**config.mk**
```make
export PLATFORM = sky130hd
export DESIGN_NAME = sync_2ff
export DESIGN_NICKNAME = d
export VERILOG_FILES = /design/src/rtl/dlatch_checker_sync.sv
export SDC_FILE = /design/constraint.sdc
export NUM_CORES = 1
export LEC_CHECK = 0
export CAP_MARGIN = 20
export CORE_AREA = 2 2 39 41
export DETAILED_ROUTE_END_ITERATION = 16
export DIE_AREA = 0 0 41 43
export PLACE_DENSITY = 0.49
export SLEW_MARGIN = 15
export SYNTH_ARGS = -nofsm -noshare
export SYNTH_HDL_FRONTEND = slang
export SYNTH_SLANG_ARGS = --single-unit
```
**constraint.sdc**
```tcl
create_clock -name clk -period 0.8 [get_ports clk]
set_input_delay 0.16 -clock clk [delete_from_list [all_inputs] [get_ports clk]]
set_output_delay 0.16 -clock clk [all_outputs]
set_load 0.01 [all_outputs]
```
**src/rtl/dlatch_checker_sync.sv**
```systemverilog
// Two-flop synchronizer bank for the asynchronous latch stimulus/response pins.
module sync_2ff #(
    parameter int WIDTH = 4
) (
    input  logic             clk,
    input  logic             reset,
    input  logic [WIDTH-1:0] raw,
    output logic [WIDTH-1:0] synced
);

    logic [WIDTH-1:0] meta_r;
    logic [WIDTH-1:0] sync_r;

    // Capture the asynchronous inputs and let metastability resolve in the first stage.
    always_ff @(posedge clk) begin
        if (reset) begin
            meta_r <= '0;
            sync_r <= '0;
        end else begin
            meta_r <= raw;
            sync_r <= meta_r;
        end
    end

    assign synced = sync_r;

endmodule

```
==> impl_metrics.tcl, run 1 <==
set metrics [dict create \
    status "complete, but fails checks" \
    violations "setup timing" \
    dp_slack_ns -0.181 \
    crit_path_end_kind "output pin" \
    ir_drop_mv 0.603 \
    critPathTopFamily "flip-flops" \
    cts_root_buf "clkbuf_4" \
    core_area_um2 1380 \
    hp-class "reg -> reg" \
    cpMaxStageDelayCell "dfxtp_1" \
    crit_start "synced[3]" \
    crit_chain "buf_2" \
    antenna_found_initial 0 \
    vias 138 \
    rsz0062_at_grt "yes" \
    start_util 0.152 \
    ys_seq_area_frac 0.762 \
    wl_um 309 \
    clock_latency_ns 0.24 \
    mostFrequentLayoutCells "nor2b_1, dfxtp_1, clkdlybuf4s50_1" \
    fmax_mhz 1210 \
    critPathKind "reg -> out" \
    final.min_clock_period_ns 0.824 \
    fin_nets 36 \
    clock_path_buffers 2 \
    path_clk_slew_ns 0.05 \
    yosys_warnings 0 \
    overflow 0 \
    post_cts_buffers 0 \
    route.detailed.drc 0 \
    r2r-start "meta_r[0]" \
    setup_slack_ns -0.0241 \
    ys_ff_latch 8 \
    grt_pass1_wl_um 607 \
    slew_violations 0 \
    syn_area_per_cell_um2 13.1 \
    cp_num_buf_inv 1 \
    synth_cells 16 \
    grt_max_degree 9 \
    track_usage 0.0584 \
    drive_above_1_share 0.250 \
    fin_hold_ws_ns 0.437 \
    instances_no_fill 44 \
    clock-sinks 8 \
    power.density_nw_per_um2 2360 \
    drt_iter0_markers 0 \
    antennaDiodeCount 0 \
    relSlewSlack 0.839 \
    grt_pass1_vias 169 \
    final.setup_skew_ns 0.000613 \
    worst-slew-pin-transition_ns 0.241 \
    syn_area_um2 210 \
    rows 14 \
    htreeDepth 1 \
    antenna_left 0 \
    fin_crit_sh 1.03 \
    dieWidth_um 41 \
    critical_path.max_fanout 1 \
    hp-start "meta_r[1]" \
    cp-start-kind "register" \
    place_congestion 0.492 \
    io_buffers 9 \
    power_mw 0.762 \
    via_per_inst 3.14 \
    leakagePower_nw 0.138 \
    cts_tree "yes" \
    required_ns 0.64 \
    drtPass1Iterations 1 \
    critPathMaxStageDelay_ns 0.30 \
    finalSetupViolations 4 \
    dp.cells 41 \
    netlist-cell-type-count 2 \
    max-cap-violations 0 \
    pin_count 10 \
    dieArea_um2 1760 \
    routedWlPerCell_um 7.02 \
    arrival_ns 0.66 \
    die_h_um 43 \
    area_growth_pct 53.6 \
    numCtsBuffers 3 \
    synth.net_count 22 \
    final_core_util 0.233 \
    finalHoldViolCount 0 \
]
[what timing repair did]
| item | 4_1_cts | 5_1_grt |
|---|---|---|
| resized for setup | 16 | 0 |
| hold buffers | 0 | 0 |
| setup endpoints to repair | 4 | 4 |
[kinds of logic after synthesis]
family	share of synthesized area
and+or+nand+nor	0.238
DFF	0.762
[routing by layer]
layer / global-route usage / wire length [um]
met1: 0.0552 / 100
met2: 0.0688 / 139
met3: 0.0366 / 69
met4: 0.0800 / 0
met5: 0 / 0
[metrics by stage]
stage               cell area (um^2)  setup TNS (ns)
global placement                 320           -1.95
CTS                              323          -0.146
global route                     323          -0.223
finish                           323         -0.0810
detailed placement               320           -2.06
floorplan                        210               0
[Yosys cell counts (all sizes together)]
library cell  n  area, um^2
dfxtp         8         160
nor2b         8        50.1
[state kept, by name, indices dropped and copies added (netlist names)]
register	count
meta_r	4
synced	4
[where the power goes]
| group | switching, mW | internal (mW) | total [mW] |
|---|---|---|---|
| registers | 0.00319 | 0.418 | 0.421 |
| clock network | 0.118 | 0.170 | 0.288 |
| logic | 0.0170 | 0.0356 | 0.0525 |
[path summary, 6_finish.rpt]
check               to  slack, ns  depth (start not counted)
max reg2reg  synced[0]       0.28                          1
min          synced[1]       0.44                          1
max          synced[3]      -0.02                          1
min reg2reg  synced[1]       0.44                          1
[final cells by class]
type,instances,area (um^2)
fill,150,1060
clock buffer,3,22.5
timing repair buffer,9,70.1
tap,16,20.0
sequential,8,160
multi-input combinational,8,50.0
Note: power is estimated with default switching activity, not from simulation.
==> inputs of run 2 (changes only) <==
- CTS_CLUSTER_SIZE: unset -> 14
==> results of run 2 <==
Same layout as run 1: the final DEF is identical, and so are final timing and power.
